## config.mk

```make
export PLATFORM = sky130hd
export DESIGN_NAME = midori_affine_pipe
export DESIGN_NICKNAME = d
export VERILOG_FILES = /design/src/rtl/midori_affine_pkg.sv /design/src/rtl/midori_affine_nib.sv /design/src/rtl/midori_affine_pipe.sv
export SDC_FILE = /design/constraint.sdc
export NUM_CORES = 1
export LEC_CHECK = 0
export ABC_CLOCK_PERIOD_IN_PS = 1000
export BUFFER_PORTS_ARGS = -buffer_cell sky130_fd_sc_hd__clkbuf_2
export CAP_MARGIN = 15
export CORE_UTILIZATION = 39
export CTS_CLUSTER_DIAMETER = 200
export DETAILED_ROUTE_END_ITERATION = 8
export PLACE_DENSITY = 0.66
export SETUP_SLACK_MARGIN = 0.02
export SYNTH_ARGS = -nofsm -noshare
export SYNTH_HDL_FRONTEND = slang
export SYNTH_HIERARCHICAL = 1
export SYNTH_SLANG_ARGS = --single-unit
```

## constraint.sdc

```tcl
create_clock -name clk -period 1 [get_ports clk]
set_input_delay 0.15 -clock clk [delete_from_list [all_inputs] [get_ports clk]]
set_output_delay 0.15 -clock clk [all_outputs]
set_load 0.01 [all_outputs]
```

## src/rtl/midori_affine_pkg.sv

```systemverilog
// midori_affine_pkg: mode encoding and nibble helpers shared by the affine pipeline
package midori_affine_pkg;
  typedef enum logic [1:0] {
    MODE_BYPASS = 2'd0,
    MODE_IN     = 2'd1,
    MODE_OUT    = 2'd2,
    MODE_MID    = 2'd3
  } mode_e;
  // The constant inversion only lands on share 0 so the XOR of shares stays the unmasked image.
  function automatic logic [3:0] nib_map(input logic [3:0] x, input logic [1:0] mode, input logic is_share0);
    return mode == MODE_IN  ? {x[0] ^ x[2], x[3], x[0], x[1]} :
           mode == MODE_OUT ? {x[1] ^ is_share0, x[2] ^ x[3], x[0], x[2]} :
           mode == MODE_MID ? {x[2] ^ x[0] ^ is_share0, x[0], x[1], x[1] ^ x[3]} : x;
  endfunction
  function automatic int nib_idx(input int s, input int n, input int n_nibbles);
    return (s * n_nibbles + n) * 4;
  endfunction
endpackage

```

## src/rtl/midori_affine_nib.sv

```systemverilog
// midori_affine_nib: combinational affine map of a single nibble of one share
module midori_affine_nib
  import midori_affine_pkg::*;
#(
  parameter bit IS_SHARE0 = 1'b0
) (
  input  logic [3:0] x,
  input  logic [1:0] mode,
  output logic [3:0] y
);
  assign y = nib_map(x, mode, IS_SHARE0);
endmodule

```

## src/rtl/midori_affine_pipe.sv

```systemverilog
// midori_affine_pipe: registered masked Midori affine layer; MIDORI_AFFINE_REFRESH_EN adds a ring refresh
module midori_affine_pipe
  import midori_affine_pkg::*;
#(
  parameter int N_SHARES = 3,
  parameter int N_NIBBLES = 1,
  localparam int W = N_SHARES * N_NIBBLES * 4
) (
  input  logic         clk,
  input  logic         rst,
  input  logic         in_valid,
  output logic         in_ready,
  input  logic [1:0]   in_mode,
  input  logic [W-1:0] in_data,
`ifdef MIDORI_AFFINE_REFRESH_EN
  input  logic [W-1:0] in_rnd,
`endif
  output logic         out_valid,
  input  logic         out_ready,
  output logic [1:0]   out_mode,
  output logic [W-1:0] out_data
);
  logic [W-1:0] mapped;
  logic [W-1:0] next_data;
  logic         accept;
  assign in_ready = !out_valid || out_ready;
  assign accept = in_valid && in_ready;
  for (genvar s = 0; s < N_SHARES; s++) begin : g_s
    for (genvar n = 0; n < N_NIBBLES; n++) begin : g_n
      midori_affine_nib #(.IS_SHARE0(s == 0)) u_nib (
        .x(in_data[nib_idx(s, n, N_NIBBLES) +: 4]),
        .mode(in_mode),
        .y(mapped[nib_idx(s, n, N_NIBBLES) +: 4])
      );
    end
  end
`ifdef MIDORI_AFFINE_REFRESH_EN
  localparam int SW = W / N_SHARES;
  for (genvar s = 0; s < N_SHARES; s++) begin : g_r
    assign next_data[s*SW +: SW] = mapped[s*SW +: SW] ^ in_rnd[s*SW +: SW]
                                 ^ in_rnd[((s + 1) % N_SHARES)*SW +: SW];
  end
`else
  assign next_data = mapped;
`endif
  // Single-entry output register; on drain without accept only valid drops, data stays stale.
  always_ff @(posedge clk or posedge rst) begin
    if (rst) begin
      out_valid <= 1'b0;
      out_data  <= '0;
      out_mode  <= '0;
    end else if (accept) begin
      out_valid <= 1'b1;
      out_data  <= next_data;
      out_mode  <= in_mode;
    end else if (out_ready) begin
      out_valid <= 1'b0;
    end
  end
endmodule

```

==> results of run 1 <==
==> repair_timing <==
item,in CTS,in global routing
gates cloned,1,0
hold buffers,1,0
setup buffers,2,12
setup endpoints to repair,16,30
endpoints found under the hold margin,15,0
resized for setup,6,8
==> sequential cells by signal (all words and copies together), names as in the netlist <==
signal / flops
out_valid: 1
out_mode: 2
out_data: 12
==> metal layers <==
| layer | track usage [%] | routed length (um) | up-vias | part of all wire, % |
|---|---|---|---|---|
| met2 | 30.52 | 1214 | 29 | 50 |
| li1 | - | - | 432 | - |
| met3 | 2.500 | 89 | 6 | 3.7 |
| met1 | 20.10 | 1081 | 413 | 44 |
| met4 | 7.692 | 46 | 0 | 1.9 |
| met5 | 0 | 0 | - | 0 |
==> cells in the mapped netlist <==
library cell / n / area (sq um)
sky130_fd_sc_hd__nor2b_1: 1 / 6.260
sky130_fd_sc_hd__buf_6: 4 / 45.04
sky130_fd_sc_hd__xnor2_1: 6 / 52.55
sky130_fd_sc_hd__mux2_4: 13 / 195.2
sky130_fd_sc_hd__xor2_1: 2 / 17.52
sky130_fd_sc_hd__a211oi_1: 2 / 15.01
sky130_fd_sc_hd__o21ai_1: 1 / 5.000
sky130_fd_sc_hd__nand2b_1: 5 / 31.28
sky130_fd_sc_hd__nand2_1: 1 / 3.750
sky130_fd_sc_hd__nand4_1: 2 / 12.51
sky130_fd_sc_hd__nor2_1: 1 / 3.750
sky130_fd_sc_hd__o221ai_1: 2 / 17.52
sky130_fd_sc_hd__dfrtp_1: 15 / 375.4
sky130_fd_sc_hd__xnor2_2: 1 / 16.27
sky130_fd_sc_hd__or2b_1: 1 / 7.510
sky130_fd_sc_hd__buf_12: 1 / 20.02
sky130_fd_sc_hd__a21oi_1: 1 / 5.000
sky130_fd_sc_hd__nand2_4: 1 / 11.26
sky130_fd_sc_hd__mux2i_1: 6 / 60.06
sky130_fd_sc_hd__and2_2: 2 / 15.01
sky130_fd_sc_hd__buf_4: 2 / 15.01
sky130_fd_sc_hd__o221a_1: 2 / 22.52
sky130_fd_sc_hd__inv_1: 3 / 11.26
sky130_fd_sc_hd__a21o_1: 1 / 7.510
sky130_fd_sc_hd__nand3b_1: 1 / 7.510
sky130_fd_sc_hd__mux2_2: 6 / 67.56
sky130_fd_sc_hd__nand2b_4: 1 / 13.76
sky130_fd_sc_hd__nand4bb_1: 2 / 22.52
==> final timing paths <==
check                       startpoint           to  cells after the start
setup reg to reg             out_valid  out_mode[0]                      4
hold / removal                in_valid    out_valid                      2
setup / recovery             out_valid  out_mode[0]                      4
hold reg to reg            out_data[2]  out_data[2]                      1
max in group asynchronous          rst  out_mode[0]                      4
min in group asynchronous          rst  out_data[9]                      4
==> placed cells by master (no fill, tap or decap), types with 3 or more instances in the layout <==
| master | count |
|---|---|
| sky130_fd_sc_hd__nand2b_1 | 5 |
| sky130_fd_sc_hd__clkbuf_4 | 3 |
| sky130_fd_sc_hd__mux2i_1 | 6 |
| sky130_fd_sc_hd__buf_4 | 28 |
| sky130_fd_sc_hd__buf_6 | 3 |
| sky130_fd_sc_hd__xnor2_1 | 6 |
| sky130_fd_sc_hd__dfrtp_1 | 15 |
| sky130_fd_sc_hd__clkbuf_2 | 28 |
| sky130_fd_sc_hd__mux2_4 | 17 |
| sky130_fd_sc_hd__buf_2 | 3 |
| sky130_fd_sc_hd__inv_1 | 3 |
==> power by group through the flow <==
stage	Combinational, mW	Clock [mW]	Sequential [mW]
finish	0.846	0.359	0.781
global route	0.910	0.405	0.797
CTS	0.713	0.370	0.785
detailed placement	0.660	0	0.794
global placement	0.645	0	0.791
floorplan	0.376	0	0.841
==> cell type report <==
cell class                 count  area (sq um)
clock buffer                   4         26.28
fill                         217          1025
inverter                       3         11.26
multi-input combinational     62         660.6
sequential                    15         375.4
tap                           30         37.54
timing repair buffer          63         409.1
==> cells by family after synthesis <==
| family | synth area share, % |
|---|---|
| DFF | 34.64 |
| AOI/OAI and AO/OA | 6.697 |
| and+or+nand+nor | 12.47 |
| muxes | 29.79 |
| xor gates and xnor gates | 7.968 |
| buffers and inverters | 8.429 |
==> metrics by stage <==
stage | TNS [ps] | hold WS (ps)
floorplan | -1816 | 51.48
global placement | -3490 | 144.0
detailed placement | -3772 | 155.1
CTS | -1989 | 245.3
global route | -2886 | 240.4
finish | -2157 | 254.7
==> critical path, delay by kind of cell, from the launching register on <==
| kind | cells | cell delay (ps) |
|---|---|---|
| buf+inv | 1 | 130 |
| simple gates | 2 | 170 |
| flops | 1 | 420 |
| mux | 1 | 310 |
==> impl.org, run 1 <==
** Place
- Timing analysis after detailed placement gives a worst setup slack of -362.0 ps.
- Including well taps, the total number of placed cells is 157.
- IO Port Bufs :: 33
- Once placement finished, the instance area stood at 0.001319 sq mm.
- Detailed placement ended at an HPWL of 1678 um.
- RD Place Congestion :: 0.8217

** Clock tree
- At the later pin of the worst-skew pair, clock insertion delay measures 280 ps.
- TritonCTS built the clock tree.
- Counting the buffers created by CTS gives 3.
- Deepest level of the CTS H-tree :: 1
- The tree built by TritonCTS fans out to 15 sinks.
- In this run the deepest clock path goes through 2 buffers.
- After clock tree synthesis, the clock-pin slew on the worst setup and hold paths is 90 ps.
- Buffer cell driving the clock tree root :: sky130_fd_sc_hd__clkbuf_4

** Critical path
- Setup crit start kind :: flip-flop
- Maximum net fanout on the critical path :: 7
- Slowest-stage cell, CP :: sky130_fd_sc_hd__dfrtp_1
- By startpoint and endpoint, the worst setup path is classified as reg2reg.
- For the worst setup path, the data arrival time is 1320 ps.
- CP endpoint kind :: flip-flop
- Largest stage delay, worst path :: 420 ps
- R2R setup slack :: -150 ps
- STA puts the critical path data required time at 1170 ps.
- Worst path cell trace :: nand2b_4 -> buf_4 -> nand2_8 -> mux2_4

** Global routing
- Largest net degree at the start of global routing :: 16
- The number of global-route vias before repair is 825.
- The first global-routing pass estimated 3594 um of wire.
- For this run, the total global-route usage over all layers was measured as 17.21%.
- Total gr overflow :: 0
- Number of antenna violations at the first check in global routing :: 0

** Floorplanning
- Floorplan core area :: 0.002545 sq mm
- For this design the top-level I/O count stands at 34.
- Chip width :: 54.71 um
- Die height :: 54.71 um
- Num rows :: 18
- Starting density of the core :: 42.58%
- Area enclosed by the die boundary :: 0.002993 sq mm

** Run
- The tool flagged a number of max-cap violations equal to 0.

** Yosys
- Sequential elements use 34.64% of the synthesized area.
- Instance count of the mapped netlist :: 86
- After synthesis, the netlist uses 28 different library cells.
- During synthesis, Yosys emitted a total of 6 warnings.
- Cell Area, Synth :: 0.001084 sq mm
- Mean area per synthesized cell :: 12.60 sq um
- The synthesized design contains 15 register bits.
- Counting every net in the synthesized netlist gives 104.

** Worst hold path
- Hold/Removal Path Class :: in2reg

** STA
- For the pin with the worst max-slew slack, the measured transition is 247.8 ps.
- Setup-violating endpoint count in the final report :: 16
- Clock skew on the completed layout was measured at 0.5940 ps.
- After layout, the minimum clock period comes to 1146 ps.
- Max Fclk :: 0.8728 GHz
- The final critical path takes up 114.6% of the cycle.
- PnR worst setup slack :: -145.7 ps
- Setup repair after global routing could not meet its margin everywhere.
- Final Hold Fails :: 0
- The worst pin sits at a relative slew slack of 83.48%.
- The number of max-slew violations in the final report is 0.

** Power and ir drop
- P per Cell Area :: 1307 mW/mm^2
- Sequential share of power :: 39.3%
- Internal power comes to 1.391 mW.
- Fraction of power consumed by combinational cells :: 42.6%
- Summing internal, switching and leakage power gives 1.986 mW.
- Summed over all cells, the static leakage comes to 0.7840 nW.
- Switching portion of total power :: 29.98%
- Worst IR Drop VDD :: 1.004 mV
- Summed over all nets, the switching power comes to 0.5954 mW.
- Per report_power, the clock group accounts for 18.1% of the total.

** Routing
- For this run, design rule violations remaining after detail routing come to 0.
- Drt pass-1 iters :: 4
- DR vias/cell :: 4.972
- The routed design has 2432 um of wire.
- The first routing iteration left 6 violations.
- Routed wire length per instance :: 13.74 um
- The routed layout has 880 vias.
- Remaining antenna violation count :: 0

** Finish
- Final nets :: 166
- The repair_antennas step left the layout with diodes totalling 0.
- Final standard cell utilization of the core :: 59.73%
- With fillers left out, the area of the finished cells amounts to 0.001520 sq mm.
- Cells with a size suffix above 1 make up 61.22% of the layout.
- Post-synthesis to final-layout area growth :: 40.30%
- After the flow finishes, the layout carries non-filler instances totaling 177.

** Run status
- Outcome :: complete, but fails checks
- Failing checks :: setup timing
Note: power is estimated with default switching activity, not from simulation.
==> inputs of run 2 (changes only) <==
--- a/config.mk
+++ b/config.mk
@@ -8,10 +8,13 @@
 export ABC_CLOCK_PERIOD_IN_PS = 1000
 export BUFFER_PORTS_ARGS = -buffer_cell sky130_fd_sc_hd__clkbuf_2
 export CAP_MARGIN = 15
-export CORE_UTILIZATION = 39
+export CELL_PAD_IN_SITES_DETAIL_PLACEMENT = 2
+export CELL_PAD_IN_SITES_GLOBAL_PLACEMENT = 2
+export CORE_UTILIZATION = 29
 export CTS_CLUSTER_DIAMETER = 200
+export CTS_CLUSTER_SIZE = 16
 export DETAILED_ROUTE_END_ITERATION = 8
-export PLACE_DENSITY = 0.66
+export PLACE_DENSITY_LB_ADDON = 0.1
 export SETUP_SLACK_MARGIN = 0.02
 export SYNTH_ARGS = -nofsm -noshare
 export SYNTH_HDL_FRONTEND = slang
==> impl.org, run 2 (same netlist as run 1, synthesis figures left out) <==
** Run status
- Outcome: complete, but fails checks (unchanged).
- Failing checks :: setup timing (unchanged)

** Floorplanning
- Die height :: 63.13 um (was 54.71 um)
- Num rows :: 21 (was 18)
- The area of the die came to 0.003985 sq mm (was 0.002993 sq mm).
- The width of the chip was 63.13 um (was 54.71 um).
- The starting density of the core came to 31.24% (was 42.58%).
- Floorplan core area :: 0.003468 sq mm (was 0.002545 sq mm)
- Ports :: 34 (unchanged)

** Power and ir drop
- Static leakage power :: 0.7130 nW (was 0.7840 nW)
- Worst IR Drop VDD :: 0.4441 mV (was 1.004 mV)
- P per Cell Area :: 1366 mW/mm^2 (was 1307 mW/mm^2)

** Worst hold path
- Hold Startpoint :: in_valid (unchanged)
- The hold path depth came to 2 (unchanged).
- Hold/Removal Path Class :: in2reg (unchanged)
- End point of the worst hold path :: out_valid (unchanged)

** Routing
- DRC :: 0 (unchanged)
- Remaining antenna violation count :: 0 (unchanged)
- Total Wirelength :: 2670 um (was 2432 um)
- The routed length per instance came to 14.83 um (was 13.74 um).
- The vias per cell is 4.650 (was 4.972).
- Drt pass-1 iters :: 4 (unchanged)
- The violation count after the first detailed-routing iteration was 21 (was 6).
- The via count is 837 (was 880).

** Finish
- The register with the highest flop count was out_data (unchanged).
- Register area :: 375.4 sq um (unchanged)
- The final net count is 153 (was 166).
- Largest regs: out_data x12, out_mode x2, out_valid x1 (unchanged).
- Antenna Cells :: 0 (unchanged)
- Commonest non-fill, non-tap cells in the layout :: 31 x sky130_fd_sc_hd__clkbuf_2, 16 x sky130_fd_sc_hd__buf_4, 15 x sky130_fd_sc_hd__dfrtp_1 (was 28 x sky130_fd_sc_hd__buf_4, 28 x sky130_fd_sc_hd__clkbuf_2, 17 x sky130_fd_sc_hd__mux2_4)
- Total area of multi-input combinational cells :: 625.6 sq um (was 660.6 sq um)
- The total of fill cells in the finished design came to 391 (was 217).
- Share of cells above drive strength 1 :: 58.21% (was 61.22%)
- Most common cell after layout, fill and taps aside :: sky130_fd_sc_hd__clkbuf_2
- Max reg flops :: 12 (unchanged)
- The growth of design area from synthesis to finish came to 32.10% (was 40.30%).

** Clock tree
- The clock insertion delay at the later pin of the skew report came to 240 ps (was 280 ps).
- The buffers inserted during post-CTS setup optimization came to 0 (was 2).
- The total CTS buffers was 3 (unchanged).
- TritonCTS clock tree :: built (unchanged)
- TritonCTS Sinks :: 15 (unchanged)
- The clock tree root driver cell is sky130_fd_sc_hd__clkbuf_8 (was sky130_fd_sc_hd__clkbuf_4).
- The total number of H-tree levels is 1 (unchanged).
- The maximum clock insertion buffer count was 2 (unchanged).
- Clock input transition at the sequential cells of the worst setup and hold paths :: 60 ps (was 90 ps)

** Critical path
- In this design, the critical path's most frequently occurring cell is sky130_fd_sc_hd__buf_6.
- The endpoint of the worst register-to-register path is out_data[11] (was out_mode[0]).
- The highest fanout seen on the critical path came to 2 (was 7).
- The worst reg-to-reg setup slack was -100 ps (was -150 ps).
- The number of cells traversed by the worst register-to-register path is 3 (was 4).
- The worst-path cell with the longest stage delay was sky130_fd_sc_hd__dfrtp_1 (unchanged).
- Worst path cell trace: nand2b_4 -> buf_6 -> buf_6 (was nand2b_4 -> buf_4 -> nand2_8 -> mux2_4).
- The required time of the critical path was 850 ps (was 1170 ps).
- The critical setup path kind is reg2out (was reg2reg).
- Critical path's top delay family :: flip-flops (unchanged)
- CP endpoint kind :: primary output (was flip-flop)
- The startpoint type of the worst setup path is a flip-flop (unchanged).
- WP buf/inv :: 2 (was 1)
- Launch instance of the worst register-to-register path :: out_valid (unchanged)
- Data arrival time of the worst path :: 960 ps (was 1320 ps)
- The maximum single-stage delay on the critical path is 410 ps (was 420 ps).

** STA
- PnR worst setup slack :: -106.4 ps (was -145.7 ps)
- The worst setup skew after layout came to 2.087 ps (was 0.5940 ps).
- The number of max-slew violations in the final report was 0 (unchanged).
- The maximum clock frequency was 0.9038 GHz (was 0.8728 GHz).
- Crit path time final :: 1106 ps (was 1146 ps)
- Setup-violating endpoint count in the final report :: 15 (was 16)
- Setup repair after global routing missed its margin: yes (unchanged).
- Final Hold Fails :: 0 (unchanged)
- Worst slew slack as a fraction of its limit :: 85.58% (was 83.48%)
- The worst hold slack is 195.7 ps (was 254.7 ps).
- Slew at the pin with the worst max-slew slack :: 215.0 ps (was 247.8 ps)
- Setup TNS :: -1219 ps (was -2157 ps)
- The part of the cycle the worst path needs came to 110.6% (was 114.6%).

** Global routing
- Total gr overflow :: 0 (unchanged)
- The maximum number of pins on one net before global-route repair was 16 (unchanged).
- Via count of the first global-routing pass :: 953 (was 825)
- Total GRT Usage :: 15.03% (was 17.21%)
- The wire length of the first global-routing pass came to 4560 um (was 3594 um).
- The number of antenna violations at the first check in global routing came to 0 (unchanged).

** Place
- IO Port Bufs :: 33 (unchanged)
- The detailed placement HPWL was 2159 um (was 1678 um).
- The global placement routability congestion came to 0.7161 (was 0.8217).

** Run
- Max-capacitance violation count :: 0 (unchanged)
-- run 2: cell count changes in the layout (fill, tap and decap cells not counted), moves of 2 or more --
cell,before,now
sky130_fd_sc_hd__mux2_4,17,13
sky130_fd_sc_hd__mux2_2,2,6
sky130_fd_sc_hd__clkbuf_2,28,31
sky130_fd_sc_hd__clkbuf_4,3,1
sky130_fd_sc_hd__buf_2,3,0
sky130_fd_sc_hd__buf_4,28,16
sky130_fd_sc_hd__clkbuf_8,0,3
-- run 2: area by class of cell --
| cell class | instances | share of cell area, % |
|---|---|---|
| Multi-Input combinational cell | 61 | 43.71 |
| Sequential cell | 15 | 26.22 |
| Timing Repair Buffer | 51 | 22.03 |
| Tap cell | 46 | 4.021 |
| Clock buffer | 3 | 2.885 |
| Inverter | 3 | 0.7867 |
| Clock inverter | 1 | 0.3497 |
-- run 2: power breakdown --
group | internal [mW] | switching (mW) | leakage (nW)
Clock | 0.275 | 0.204 | 0.0255
Sequential | 0.720 | 0.0719 | 0.175
Combinational | 0.392 | 0.292 | 0.513
-- run 2: worst max-delay path by stage --
stage                    start           to  slack, ps  cells after the start
global route         out_valid     in_ready       -140                      3
global placement    in_mode[1]  out_data[3]       -330                      6
floorplan            out_valid  out_data[0]       -160                      4
CTS                  out_valid     in_ready       -140                      3
finish               out_valid     in_ready       -110                      3
detailed placement  in_mode[1]  out_data[8]       -360                      4
-- run 2: per-layer routing --
metal	up-vias	GRT usage [%]	wire [um]
li1	401	-	-
met1	413	16.09	1058
met2	21	29.57	1507
met3	2	2.355	81
met4	0	4.360	23
met5	-	0	0
-- run 2: what timing repair did --
| item | in CTS | in global routing |
|---|---|---|
| hold buffers | 1 | 0 |
| setup endpoints to repair | 15 | 15 |
| resized for setup | 3 | 2 |
| hold endpoints to repair | 15 | 0 |
-- run 2: worst register-to-register path: stages (launching register included) --
cell                       delay (ps)
sky130_fd_sc_hd__dfrtp_1          390
sky130_fd_sc_hd__nand2b_4          90
sky130_fd_sc_hd__nand2_8          150
sky130_fd_sc_hd__mux2_2           360
-- run 2: per-stage QoR --
step                area (sq um)  total power [mW]  instances  setup slack (ps)  util (%)
floorplan                   1084             1.218         86            -162.7         -
global placement            1354             1.453        175            -326.1     39.03
detailed placement          1354             1.485        175            -359.1     39.03
CTS                         1425             1.991        180            -144.0     41.09
global route                1431             2.068        180            -141.4     41.27
finish                      1431             1.956        180            -106.4     41.27
==> inputs of run 3 (changes only) <==
--- a/config.mk
+++ b/config.mk
@@ -14,7 +14,8 @@
 export CTS_CLUSTER_DIAMETER = 200
 export CTS_CLUSTER_SIZE = 16
 export DETAILED_ROUTE_END_ITERATION = 8
-export PLACE_DENSITY_LB_ADDON = 0.1
+export HOLD_SLACK_MARGIN = 0.08
+export PLACE_DENSITY = 0.86
 export SETUP_SLACK_MARGIN = 0.02
 export SYNTH_ARGS = -nofsm -noshare
 export SYNTH_HDL_FRONTEND = slang
==> impl.org, run 3 (same netlist as run 1, synthesis figures left out) <==
** Finish
- Final nets :: 151 (was 153)
- Final-layout fill cell count :: 387 (was 391)
- Commonest non-fill, non-tap cells in the layout: 31 x sky130_fd_sc_hd__clkbuf_2, 15 x sky130_fd_sc_hd__dfrtp_1, 14 x sky130_fd_sc_hd__buf_4 (was 31 x sky130_fd_sc_hd__clkbuf_2, 16 x sky130_fd_sc_hd__buf_4, 15 x sky130_fd_sc_hd__dfrtp_1).
- Final standard cell utilization of the core :: 41.41% (was 41.27%)
- The area of the multi-input gates was 633.1 sq um (was 625.6 sq um).
- The register with the highest flop count was out_data (unchanged).
- Antenna Cells :: 0 (unchanged)
- Max reg flops :: 12 (unchanged)
- Post-synthesis to final-layout area growth :: 32.56% (was 32.10%)
- Largest regs: out_data x12, out_mode x2, out_valid x1 (unchanged).
- The cell area after layout was 0.001436 sq mm (was 0.001431 sq mm).
- The count of placed standard cells in the final layout, fillers left out is 178 (was 180).
- The most common cell after layout, fill and taps aside is sky130_fd_sc_hd__clkbuf_2 (unchanged).
- Register area :: 375.4 sq um (unchanged)
- The fraction of final layout cells with drive strength greater than 1 came to 58.33% (was 58.21%).

** Critical path
- Maximum net fanout on the critical path :: 2 (unchanged)
- Data arrival time of the worst path :: 960 ps (about the same)
- The cell family with the largest share of critical-path delay was flip-flops (unchanged).
- Number of cell instances on the worst register-to-register path :: 3 (unchanged)
- Origin of the worst setup path :: out_valid (unchanged)
- The critical path depth was 3 (unchanged).
- Launch instance of the worst register-to-register path :: out_valid (unchanged)
- The critical setup path kind is reg2out (unchanged).
- CP endpoint kind :: primary output (unchanged)
- R2R Path End :: out_mode[0] (was out_data[11])
- Largest stage delay, worst path :: 390 ps (was 410 ps)
- Setup crit end :: in_ready (unchanged)
- Worst path cell trace: nand2b_4 -> buf_6 -> buf_6 (unchanged).
- The number of buffer and inverter stages on the critical path was 2 (unchanged).
- Slowest-stage cell, CP :: sky130_fd_sc_hd__dfrtp_1 (unchanged)
- Setup crit start kind :: flip-flop (unchanged)
- Required time reported for the critical path endpoint :: 850 ps (about the same)
- R2R setup slack :: -100 ps (about the same)
- Cell repeated most along the worst path :: sky130_fd_sc_hd__buf_6 (unchanged)

** Worst hold path
- Hold Startpoint :: in_valid (unchanged)
- Hold/Removal Path Class :: in2reg (unchanged)

** STA
- The worst-case setup margin in the final layout came to -106.6 ps (was -106.4 ps).
- The time the worst path needs with I/O delays and setup is 1107 ps (was 1106 ps).
- The maximum clock frequency was 0.9037 GHz (was 0.9038 GHz).
- The worst setup skew after layout came to 5.288 ps (was 2.087 ps).
- Setup repair after global routing missed its margin :: yes (unchanged)
- Slew at the pin with the worst max-slew slack :: 348.5 ps (was 215.0 ps)
- Tcrit/Tclk final :: 110.7% (was 110.6%)
- Final Hold Fails :: 0 (unchanged)
- Final-report max-slew violation count :: 0 (unchanged)
- Final hold slack :: 204.5 ps (was 195.7 ps)
- The relative slew slack was 76.74% (was 85.58%).
- The final setup violation count was 15 (unchanged).
- Setup TNS :: -1191 ps (was -1219 ps)

** Clock tree
- Post-CTS Setup Repair Bufs :: 0 (unchanged)
- Deepest level of the CTS H-tree :: 1 (unchanged)
- Clock insertion delay at the later pin of the skew report :: 250 ps (was 240 ps)
- TritonCTS clock tree :: built (unchanged)
- Num CTS Buffers :: 3 (unchanged)
- The clock tree root driver cell is sky130_fd_sc_hd__clkbuf_8 (unchanged).
- Bufs on Longest Clock Path :: 2 (unchanged)
- The clock sink total was 15 (unchanged).
- The clock-pin slew on the worst setup and hold paths came to 60 ps (about the same).

** Place
- The post-placement setup slack came to -394.2 ps (was -359.1 ps).
- The detailed placement HPWL is 2155 um (was 2159 um).
- IO Port Bufs :: 33 (unchanged)
- The global placement routability congestion is 0.7212 (was 0.7161).
- Number of cells after detailed placement :: 173 (was 175)
- Cell Area, Placed :: 0.001351 sq mm (was 0.001354 sq mm)

** Floorplanning
- Ports :: 34 (unchanged)
- Die height :: 63.13 um (unchanged)
- The area of the die came to 0.003985 sq mm (unchanged).
- The starting density of the core was 31.24% (unchanged).
- The core area came to 0.003468 sq mm (unchanged).
- Chip width :: 63.13 um (unchanged)
- Num rows :: 21 (unchanged)

** Routing
- DR vias/cell :: 4.742 (was 4.650)
- Violation count after the first detailed-route iteration :: 4 (was 21)
- The final routed DRC violation total was 0 (unchanged).
- Remaining antenna violation count :: 0 (unchanged)
- The routed length per instance was 15.84 um (was 14.83 um).
- The total routed wirelength was 2819 um (was 2670 um).
- Drt pass-1 iters :: 4 (unchanged)
- Total via count after detailed routing :: 844 (was 837)

** Run status
- Outcome: complete, but fails checks (unchanged).
- Failing checks :: setup timing (unchanged)

** Global routing
- The overall overflow remaining after global route came to 0 (unchanged).
- Total GRT Usage :: 15.36% (was 15.03%)
- The number of antenna violations at the first check in global routing came to 0 (unchanged).
- Via count of the first global-routing pass :: 958 (was 953)
- Largest net degree at the start of global routing :: 15 (was 16)
- The wire length of the first global-routing pass is 4664 um (was 4560 um).

** Power and ir drop
- Static leakage power :: 0.7138 nW (was 0.7130 nW)
- The power consumption was 1.977 mW (was 1.956 mW).
- Worst IR Drop VDD :: 0.3649 mV (was 0.4441 mV)
- P per Cell Area :: 1376 mW/mm^2 (was 1366 mW/mm^2)

** Run
- Max-capacitance violation count :: 0 (unchanged)
run 3: cell type report:
class                           count  area share, %
Clock inverter                      1         0.3484
Clock buffer                        3          2.875
Timing Repair Buffer               49          21.78
Sequential cell                    15          26.13
Multi-Input combinational cell     61          44.08
Inverter                            3         0.7840
Tap cell                           46          4.007
run 3: where the power goes:
group | internal, mW | total (mW) | leakage [nW] | switching [mW]
Combinational | 0.395 | 0.692 | 0.514 | 0.297
Clock | 0.276 | 0.494 | 0.0255 | 0.218
Sequential | 0.720 | 0.791 | 0.175 | 0.0709
run 3: worst min-delay path by stage:
stage | endpoint | slack (ps) | cells after the start
global placement | out_valid | 100 | 2
detailed placement | out_valid | 110 | 2
CTS | out_valid | 200 | 2
finish | out_valid | 200 | 2
floorplan | out_data[0] | 50 | 1
global route | out_valid | 210 | 2
run 3: what timing repair did:
action | in CTS | in global routing
hold buffers | 1 | 0
resized for setup | 4 | 3
hold endpoints to repair | 6 | 0
setup endpoints to repair | 15 | 15
run 3: layer usage:
metal / GRT usage, % / share of wire, % / vias to the layer above
met5: 0 / 0 / -
met4: 5.233 / 1.2 / 0
met3: 2.536 / 4.2 / 5
met2: 28.36 / 54 / 27
met1: 17.58 / 41 / 413
li1: - / - / 399
